[config.mk]
export PLATFORM = sky130hd
export DESIGN_NAME = block_sum_accumulator
export DESIGN_NICKNAME = d
export VERILOG_FILES = /design/src/rtl/block_sum_accumulator.sv
export SDC_FILE = /design/constraint.sdc
export NUM_CORES = 1
export LEC_CHECK = 0
export CORE_AREA = 2 2 140 142
export DETAILED_ROUTE_END_ITERATION = 8
export DIE_AREA = 0 0 142 144
export PLACE_DENSITY = 0.48
export SLEW_MARGIN = 20
export SYNTH_ARGS = -nofsm -noshare
export SYNTH_HDL_FRONTEND = slang
export SYNTH_SLANG_ARGS = --single-unit
[constraint.sdc]
create_clock -name clk -period 7.33 [get_ports clk]
set_clock_uncertainty 0.15 [all_clocks]
set_input_delay 1.466 -clock clk [delete_from_list [all_inputs] [get_ports clk]]
set_output_delay 1.466 -clock clk [all_outputs]
set_load 0.1 [all_outputs]
[src/rtl/block_sum_accumulator.sv]
// rtl/block_sum_accumulator.sv - sums blocks of 2^DIV_LOG2 samples for the rounding divider
module block_sum_accumulator #(
    parameter int DIV_LOG2  = 3,
    parameter int OUT_WIDTH = 32,
    parameter int IN_WIDTH  = OUT_WIDTH + DIV_LOG2
) (
    input  logic                 clk,
    input  logic                 resetn,
    input  logic [OUT_WIDTH-1:0] din,
    input  logic                 din_valid,
    output logic                 din_ready,
    input  logic                 clear,
    output logic [IN_WIDTH-1:0]  sum,
    output logic                 sum_valid,
    input  logic                 sum_ready,
    output logic [DIV_LOG2-1:0]  cnt
);

    // Count value of the sample that closes a block.
    localparam logic [DIV_LOG2-1:0] LAST_CNT = '1;

    logic [IN_WIDTH-1:0] r_acc;
    logic [DIV_LOG2-1:0] r_cnt;
    logic [IN_WIDTH-1:0] r_sum;
    logic                r_sum_valid;

    logic                w_last;
    logic                w_din_ready;
    logic                w_accept;
    logic                w_complete;
    logic [IN_WIDTH-1:0] w_acc_next;

    // Handshake decode: stall only when the closing sample would overwrite a held result.
    always_comb begin
        w_last      = (r_cnt == LAST_CNT);
        w_din_ready = !clear && !(w_last && r_sum_valid && !sum_ready);
        w_accept    = din_valid && w_din_ready;
        w_complete  = w_accept && w_last;
        // Zero-extended sample; the sum width leaves room for a full block of max samples.
        w_acc_next  = r_acc + IN_WIDTH'(din);
    end

    // Partial-block accumulator and sample counter.
    always_ff @(posedge clk or negedge resetn) begin
        if (!resetn) begin
            r_acc <= '0;
            r_cnt <= '0;
        end else if (clear) begin
            r_acc <= '0;
            r_cnt <= '0;
        end else if (w_accept) begin
            if (w_last) begin
                r_acc <= '0;
                r_cnt <= '0;
            end else begin
                r_acc <= w_acc_next;
                r_cnt <= r_cnt + DIV_LOG2'(1);
            end
        end
    end

    // Result register: a completion and a consume in the same cycle reload without a bubble.
    always_ff @(posedge clk or negedge resetn) begin
        if (!resetn) begin
            r_sum       <= '0;
            r_sum_valid <= 1'b0;
        end else if (w_complete) begin
            r_sum       <= w_acc_next;
            r_sum_valid <= 1'b1;
        end else if (r_sum_valid && sum_ready) begin
            r_sum_valid <= 1'b0;
        end
    end

    assign din_ready = w_din_ready;
    assign sum       = r_sum;
    assign sum_valid = r_sum_valid;
    assign cnt       = r_cnt;

endmodule

==> flow_summary.toml, run 1 <==
[worst_setup_path]
crit_slowest_cell = "clkdlybuf4s50_1"
r2r-end = "r_acc[34]"
worstSetupPathType = "in2out"
cp_top_family = "buffers and inverters"
crit_fanout = 2
r2r_start = "r_acc[0]"
path_buf_inv = 2
slowest_delay_ns = 1.15
reg2reg_slack_ns = 4.11
startpoint_type = "input pin"
worstPathRequired_ns = 5.71
critical_path.most_common_cell = "clkdlybuf4s50_1"
crit_path_end_kind = "output port"
worstRegToRegCells = 10
crit_arrival_ns = 3.29
cp_cell_sequence = "clkdlybuf4s50_1 -> nor2b_1 -> a21oi_1 -> clkdlybuf4s50_1"

[cts]
path_clk_slew_ns = 0.05
cts_buffer_depth = 2
root_buffer = "clkbuf_16"
cts_max_level = 3
postCtsSetupRepairBufs = 0
holdBufCountCts = 0
clk_latency_ns = 0.34
numCtsBuffers = 9
tritoncts = "done"
cts_sinks = 74
cts_resized = 0

[synth]
seq_area_frac_synth_pct = 39.7
synth_area_leaders = "dfrtp_1 (40%), ha_1 (9.1%), nand2_1 (7.3%), a22o_1 (5.8%), a21oi_1 (4.2%)"
synth_flop_cell = "dfrtp_1"
yosysWarnings = 0
synth_area_per_cell_sq_um = 9.47
synth_top_area_cell = "dfrtp_1"
synth_top_cell_area_share_pct = 39.7
synth_seq_cells = 74
synth-async-reset-ratio_pct = 100
synth_edf_count = 0
yosysUniqueCellTypes = 55
syn_area_sq_mm = 0.00467
synthCells = 493
synth_fp_nets = 565

[finish]
antennaDiodeCount = 0
synthToLayoutAreaGrowth_pct = 26.6
drive_gt1_share_pct = 8.16
finalNetCount = 634

[flow_run]
drv_cap = 0

[hold_path]
hp-start = "sum[6]"
hp-class = "reg2reg"
whs_path_depth = 2
worstHoldEndpoint = "sum[6]"

[routing]
vias_per_cell = 4.90
drt-initial-drc-count = 201
drt_pass1_iterations = 4
routed_wl_um = 12900
drc = 0
antenna_left = 0
num_vias = 3928
wl_per_cell_um = 16.1

[power_and_ir_drop]
clkPwrFrac_pct = 29.7
combPwrFrac_pct = 34.3
pwr-share-seq_pct = 36.0
power.switching_uw = 447
power_mw = 1.29
p_leak_nw = 2.79
vdd_drop_max_mv = 0.0942
intPower_uw = 848
power_density_mw_per_mm2 = 219
switching_share_pct = 34.5

[sta]
max_freq_mhz = 204
fin_crit_ns = 4.90
rsz0062_at_grt = "false"
setup-violations-final = 0
worstMarginPinSlew_ns = 1.02
setup_slack_ns = 2.43
post-route-period-util_pct = 66.9
slew_headroom_pct = 31.5
finalHoldViolations = 0
slew_violations = 0
setup_tns_ns = 0

[placement]
numPortBuffers = 76
pre_cts_ws_ns = 2.43
dp_hpwl_um = 9340
routabilityCongestion = 0.826

[global_routing]
grt_pass1_vias = 4078
grt_max_degree = 75
grt_pass1_wl_um = 20900
overflow = 0
antenna_found_initial = 0
track_usage_pct = 13.1

[run_status]
run_status = "complete, no violations"

[floorplan]
rows = 51
coreArea_sq_mm = 0.0191
die_area_sq_mm = 0.0204
die_x_um = 142
dieHeight_um = 144
io_pins = 77
start_util_pct = 24.5
## tightest hold or removal path: cells and delay by family (launching register included)
family | cells | cell delay (ns)
DFF | 1 | 0.34
and+or+nand+nor | 2 | 0.10
## routing by layer
| layer | global-route usage [%] | wire length (um) | up-vias |
|---|---|---|---|
| li1 | - | - | 1922 |
| met1 | 17.1 | 6110 | 1897 |
| met2 | 21.2 | 6040 | 91 |
| met3 | 2.62 | 507 | 18 |
| met4 | 5.16 | 256 | 0 |
| met5 | 0 | 0 | - |
## power by group through the flow
| stage | clock network [mW] | logic (mW) | registers, mW |
|---|---|---|---|
| floorplan | 0 | 0.327 | 0.476 |
| global placement | 0 | 0.440 | 0.472 |
| detailed placement | 0 | 0.443 | 0.473 |
| CTS | 0.403 | 0.447 | 0.467 |
| global route | 0.422 | 0.494 | 0.471 |
| finish | 0.384 | 0.444 | 0.466 |
## synthesized netlist by cell type (3+ instances only)
cell and number:
xor2_1 10, o31ai_1 3, a21oi_4 3, dfrtp_1 74, mux2_2 15, a22o_1 31, xnor2_1 20, inv_1 7
nand2b_1 3, clkbuf_1 18, nand3_1 13, and3_1 6, o211ai_1 3, nand2_1 91, a21oi_1 39, and2_1 4
o21bai_1 3, o21ai_0 17, a31oi_1 3, a21o_1 22, o21a_1 3, nor2b_1 6, nor4_1 3, nor2_1 18
nand4_1 8, ha_1 34
## worst max path at each step
stage / from / end / slack (ns) / cells past startpoint
finish: sum_ready / din_ready / 2.43 / 4
global route: sum_ready / din_ready / 2.34 / 4
CTS: sum_ready / din_ready / 2.42 / 4
detailed placement: sum_ready / din_ready / 2.43 / 4
global placement: sum_ready / din_ready / 2.45 / 4
floorplan: sum_ready / din_ready / 2.72 / 2
## logic make-up after synthesis
| logic type | after synthesis | share of synthesized area, % |
|---|---|---|
| adder cells (fa/ha/maj) | 35 | 9.54 |
| AND/OR/NAND/NOR | 160 | 15.3 |
| XOR/XNOR | 30 | 5.63 |
| multiplexers | 15 | 3.62 |
| AO/OA/AOI/OAI | 150 | 23.6 |
| flip-flops | 74 | 39.7 |
| buffers and inverters | 29 | 2.60 |
## flip-flops by register name (all words and copies together) (netlist names)
register	count
cnt	3
r_acc	35
sum	35
sum_valid	1
## area by class of cell
| class | count | area (sq um) |
|---|---|---|
| Clock buffer | 12 | 236 |
| Tap cell | 238 | 298 |
| Clock inverter | 1 | 5.00 |
| Fill cell | 1976 | 13200 |
| Inverter | 7 | 26.3 |
| Multi-Input combinational cell | 390 | 2700 |
| Timing Repair Buffer | 80 | 792 |
| Sequential cell | 74 | 1850 |
## stage by stage
step / cell area, sq um / hold WS [ns] / std cells / util [%]
4_1_cts: 5910 / 0.331 / 802 / 31.0
2_1_floorplan: 4670 / 0.303 / 493 / -
6_report: 5910 / 0.323 / 802 / 31.0
3_3_place_gp: 5660 / 0.308 / 789 / 29.7
3_5_place_dp: 5660 / 0.316 / 789 / 29.7
5_1_grt: 5910 / 0.353 / 802 / 31.0
## placed cells by master, fill, tap and decap left out, types with 15 or more instances in the layout
master / synthesis / layout
dfrtp_1: 74 / 74
ha_1: 34 / 34
mux2_2: 15 / 15
xnor2_1: 20 / 20
nor2_1: 18 / 18
clkdlybuf4s50_1: 0 / 75
o21ai_0: 17 / 17
nand2_1: 91 / 91
a22o_1: 31 / 31
a21oi_1: 39 / 38
a21o_1: 22 / 22
Note: power is estimated with default switching activity, not from simulation.
==> run 2, diff against run 1 <==
--- a/config.mk
+++ b/config.mk
@@ -8,7 +8,7 @@
 export CORE_AREA = 2 2 140 142
 export DETAILED_ROUTE_END_ITERATION = 8
 export DIE_AREA = 0 0 142 144
-export PLACE_DENSITY = 0.48
+export PLACE_DENSITY = 0.5
 export SLEW_MARGIN = 20
 export SYNTH_ARGS = -nofsm -noshare
 export SYNTH_HDL_FRONTEND = slang
==> constraint.sdc (replaced) <==
create_clock -name clk -period 4.1 [get_ports clk]
set_clock_uncertainty 0.15 [all_clocks]
set_input_delay 0.82 -clock clk [delete_from_list [all_inputs] [get_ports clk]]
set_output_delay 0.82 -clock clk [all_outputs]
set_load 0.1 [all_outputs]
==> run 2 against run 1 <==
Global-route usage up 0.35 points. Cell area up 1.7%. Clock power up 130%. Register-to-register slack worse by 3.2 ns. Sequential power up 79%. Critical path depth up 7. Non-clock buffer count up 3. Critical endpoint is now r_acc[34]. Clock-buffer cell count down 1.
==> flow_summary.toml, run 2 (synthesized netlist as in run 1, its figures left out) <==
[floorplan]
die_area_sq_mm = 0.0204
dieHeight_um = 144
start_util_pct = 24.5
die_x_um = 142
coreArea_sq_mm = 0.0191
rows = 51
io_pins = 77

[worst_setup_path]
startpoint_type = "input pin"
worstPathRequired_ns = 4.17
crit_fanout = 3
r2r-end = "r_acc[34]"
r2r_start = "r_acc[0]"
reg2reg_slack_ns = 0.95
worstSetupPathType = "in2reg"
worstRegToRegCells = 10
crit_path_end_kind = "flip-flop"
crit_arrival_ns = 3.74
critPathLaunch = "din[0]"

[routing]
antenna_left = 0
drc = 0
drt_pass1_iterations = 4
routed_wl_um = 13000
drt-initial-drc-count = 166
num_vias = 3966
wl_per_cell_um = 16.1
vias_per_cell = 4.91

[sta]
slew_violations = 0
finalHoldViolations = 0
rsz0062_at_grt = "false"
fin_crit_ns = 3.67
setup-violations-final = 0
setup_slack_ns = 0.428
setup_tns_ns = 0
post-route-period-util_pct = 89.6
max_freq_mhz = 272
slew_headroom_pct = 31.8
worstMarginPinSlew_ns = 1.02
whs_ns = 0.319

[cts]
clk_latency_ns = 0.34
tritoncts = "done"
path_clk_slew_ns = 0.06
cts_sinks = 74
postCtsSetupRepairBufs = 0
root_buffer = "clkbuf_16"
cts_buffer_depth = 2
holdBufCountCts = 0
cts_max_level = 3
numCtsBuffers = 9
cts_resized = 0

[power_and_ir_drop]
p_leak_nw = 2.85
switching_share_pct = 33.4
combPwrFrac_pct = 32.1
intPower_mw = 1.67
pwr-share-seq_pct = 33.3
power_density_mw_per_mm2 = 417
power.switching_uw = 837
clkPwrFrac_pct = 34.6
vdd_drop_max_mv = 0.189

[finish]
nFillCells = 1949
antennaDiodeCount = 0
synthToLayoutAreaGrowth_pct = 28.7
finalNetCount = 637
final_common_cell = "nand2_1"
drive_gt1_share_pct = 9.65
layout_common_cells = "nand2_1 (91), dfrtp_1 (74), clkdlybuf4s50_1 (74)"

[run_status]
run_status = "complete, no violations"

[placement]
pre_cts_ws_ns = 0.112
dp_hpwl_um = 9550
routabilityCongestion = 0.812
numPortBuffers = 76

[global_routing]
overflow = 0
grt_pass1_wl_um = 21300
antenna_found_initial = 0
grt_pass1_vias = 4078
grt_max_degree = 75
track_usage_pct = 13.4

[hold_path]
hp-class = "reg2reg"
whs_path_depth = 2
worstHoldEndpoint = "sum[26]"
hp-start = "sum[26]"

[flow_run]
drv_cap = 0
## run 2: cell types whose count changed in the layout (fill, tap and decap cells not counted)
| cell | previous run | this run |
|---|---|---|
| buf_4 | 4 | 8 |
| bufinv_16 | 0 | 2 |
| clkbuf_1 | 3 | 1 |
| clkbuf_8 | 0 | 1 |
| clkdlybuf4s50_1 | 75 | 74 |
| clkinv_2 | 1 | 2 |
| clkinvlp_4 | 0 | 1 |
## run 2: stage by stage
stage               std cells  area (sq um)  total power [mW]  utilization [%]
floorplan                 493          4670              1.44                -
global placement          792          5680              1.64             29.8
detailed placement        792          5680              1.64             29.8
CTS                       808          6000              2.53             31.5
global route              808          6010              2.65             31.5
finish                    808          6010              2.50             31.5
## run 2: power groups by stage
stage               combinational [mW]  clock, mW  sequential [mW]
CTS                              0.805      0.896            0.833
floorplan                        0.584          0            0.852
global placement                 0.795          0            0.844
finish                           0.803      0.866            0.834
global route                     0.887      0.919            0.841
detailed placement               0.799          0            0.846
## run 2: layer usage
metal	global-route usage [%]	part of all wire [%]	up-vias	routed length [um]
li1	-	-	1930	-
met1	18.0	49	1933	6360
met2	21.5	46	90	5950
met3	2.62	3.9	13	512
met4	4.95	1.5	0	195
met5	0	0	-	0
## run 2: worst max-delay path by stage
stage	to	slack, ns	cells after the start
after detailed placement	r_acc[34]	0.11	11
after global routing	r_acc[34]	0.23	11
final	r_acc[34]	0.43	11
after floorplan	din_ready	0.31	3
after global placement	r_acc[34]	0.15	11
after CTS	r_acc[34]	0.45	11
## run 2: critical path: stages
cell,delay [ns]
clkdlybuf4s50_1,0.41
ha_1,0.23
fa_1,0.43
a211oi_1,0.36
o211ai_2,0.18
a21oi_4,0.22
a31oi_4,0.13
a41oi_2,0.29
o221ai_2,0.14
and3_1,0.18
or3_1,0.36
## run 2: area by class of cell
type	count	area, sq um	share of cell area [%]
flip-flops and latches	74	1850	30.8
repair buffers	83	812	13.5
well taps	238	298	4.96
clock buffers	11	243	4.04
clock inverters	5	77.6	1.29
multi-input cells	390	2700	44.9
inverters	7	26.3	0.437
==> run 3, diff against run 2 <==
--- a/config.mk
+++ b/config.mk
@@ -9,6 +9,7 @@
 export DETAILED_ROUTE_END_ITERATION = 8
 export DIE_AREA = 0 0 142 144
 export PLACE_DENSITY = 0.5
+export RECOVER_POWER = 50
 export SLEW_MARGIN = 20
 export SYNTH_ARGS = -nofsm -noshare
 export SYNTH_HDL_FRONTEND = slang
==> run 3 against run 2 <==
The flow now finishes with violations (max-capacitance violations, max-slew violations). Flip-flop and latch count unchanged. Die area unchanged. Clock power hardly changed. Cell area shrank 0.23%. Critical path depth unchanged. Via count barely moved. Core utilization fell by 0.072 points. Power about the same. Largest cell class unchanged.
==> flow_summary.toml, run 3 (synthesized netlist as in run 1, its figures left out) <==
[sta]
setup_slack_ns = 0.428
max_freq_mhz = 272
worstMarginPinSlew_ns = 1.98
post-route-period-util_pct = 89.6
fin_crit_ns = 3.67
setup-violations-final = 0
slew_violations = 113
setup_tns_ns = 0
slew_headroom_pct = -31.7
whs_ns = 0.313
finalHoldViolations = 0
rsz0062_at_grt = "false"

[finish]
nFillCells = 1955
antennaDiodeCount = 0
drive_gt1_share_pct = 9.30
final_cells = 808
layout_common_cells = "nand2_1 (91), dfrtp_1 (74), clkdlybuf4s50_1 (71)"
synthToLayoutAreaGrowth_pct = 28.4
final_common_cell = "nand2_1"
finalNetCount = 637

[worst_setup_path]
worstRegToRegCells = 7
crit_path_end_kind = "flip-flop"
worstSetupPathType = "in2reg"
crit_fanout = 3
startpoint_type = "input pin"
worstPathRequired_ns = 4.17
crit_arrival_ns = 3.74

[routing]
vias_per_cell = 4.91
drt-initial-drc-count = 164
antenna_left = 0
drt_pass1_iterations = 4
wl_per_cell_um = 16.1
drc = 0
num_vias = 3968
routed_wl_um = 13000

[cts]
numCtsBuffers = 9
cts_buffer_depth = 2
path_clk_slew_ns = 0.06
postCtsSetupRepairBufs = 0
tritoncts = "done"
clk_latency_ns = 0.34
cts_resized = 0
cts_max_level = 3
holdBufCountCts = 0
cts_sinks = 74
root_buffer = "clkbuf_16"

[floorplan]
coreArea_sq_mm = 0.0191
io_pins = 77
die_area_sq_mm = 0.0204
rows = 51
dieHeight_um = 144
start_util_pct = 24.5
die_x_um = 142

[global_routing]
grt_max_degree = 75
grt_pass1_wl_um = 21300
track_usage_pct = 13.4
grt_pass1_vias = 4078
antenna_found_initial = 0
overflow = 0

[placement]
numPortBuffers = 76
dp_cells = 792
pre_cts_ws_ns = 0.112
routabilityCongestion = 0.812
dp_hpwl_um = 9550

[power_and_ir_drop]
p_leak_nw = 2.85
combPwrFrac_pct = 32.0
pwr-share-seq_pct = 33.3
power_density_mw_per_mm2 = 418
intPower_mw = 1.67
power.switching_uw = 837
clkPwrFrac_pct = 34.6
switching_share_pct = 33.4
vdd_drop_max_mv = 0.189

[run_status]
violations = "max-capacitance violations, max-slew violations"
run_status = "complete, but fails checks"

[flow_run]
drv_cap = 2

[hold_path]
whs_path_depth = 2
hp-class = "reg2reg"
[run 3: worst max-delay path, cell delays in order]
cell             delay [ns]
clkdlybuf4s50_1        0.41
ha_1                   0.23
fa_1                   0.43
a211oi_1               0.36
o211ai_2               0.18
a21oi_4                0.22
a31oi_4                0.13
a41oi_2                0.29
o221ai_2               0.14
and3_1                 0.18
or3_1                  0.36
[run 3: path summary, 6_finish.rpt]
kind                       startpoint         to  slack [ns]
min reg2reg                   sum[26]    sum[26]        0.31
min in group asynchronous      resetn     sum[7]        0.86
max                            din[0]  r_acc[34]        0.43
max reg2reg                    cnt[0]  r_acc[33]        0.88
max in group asynchronous      resetn  r_acc[27]        1.80
min                           sum[26]    sum[26]        0.31
[run 3: area by class of cell]
class | instances | area [sq um] | area share [%]
tap | 238 | 298 | 4.97
clock buffer | 11 | 243 | 4.05
timing repair buffer | 83 | 798 | 13.3
inverter | 7 | 26.3 | 0.438
clock inverter | 5 | 77.6 | 1.29
multi-input combinational | 390 | 2700 | 45.0
sequential | 74 | 1850 | 30.9
[run 3: per-layer routing]
layer / up-vias / wire length (um) / global-route usage (%)
li1: 1930 / - / -
met1: 1935 / 6360 / 18.0
met2: 90 / 5950 / 21.5
met3: 13 / 512 / 2.62
met4: 0 / 195 / 4.95
met5: - / 0 / 0
[run 3: power groups by stage]
stage	clock, mW	sequential [mW]	combinational (mW)
2_1_floorplan	0	0.852	0.584
3_3_place_gp	0	0.844	0.795
3_5_place_dp	0	0.846	0.799
5_1_grt	0.919	0.841	0.886
6_report	0.866	0.834	0.802
4_1_cts	0.896	0.833	0.805
[run 3: stage by stage]
stage | power (mW) | instance area [sq um] | util, %
6_report | 2.50 | 5990 | 31.4
5_1_grt | 2.65 | 5990 | 31.4
4_1_cts | 2.53 | 6000 | 31.5
3_5_place_dp | 1.64 | 5680 | 29.8
3_3_place_gp | 1.64 | 5680 | 29.8
2_1_floorplan | 1.44 | 4670 | -
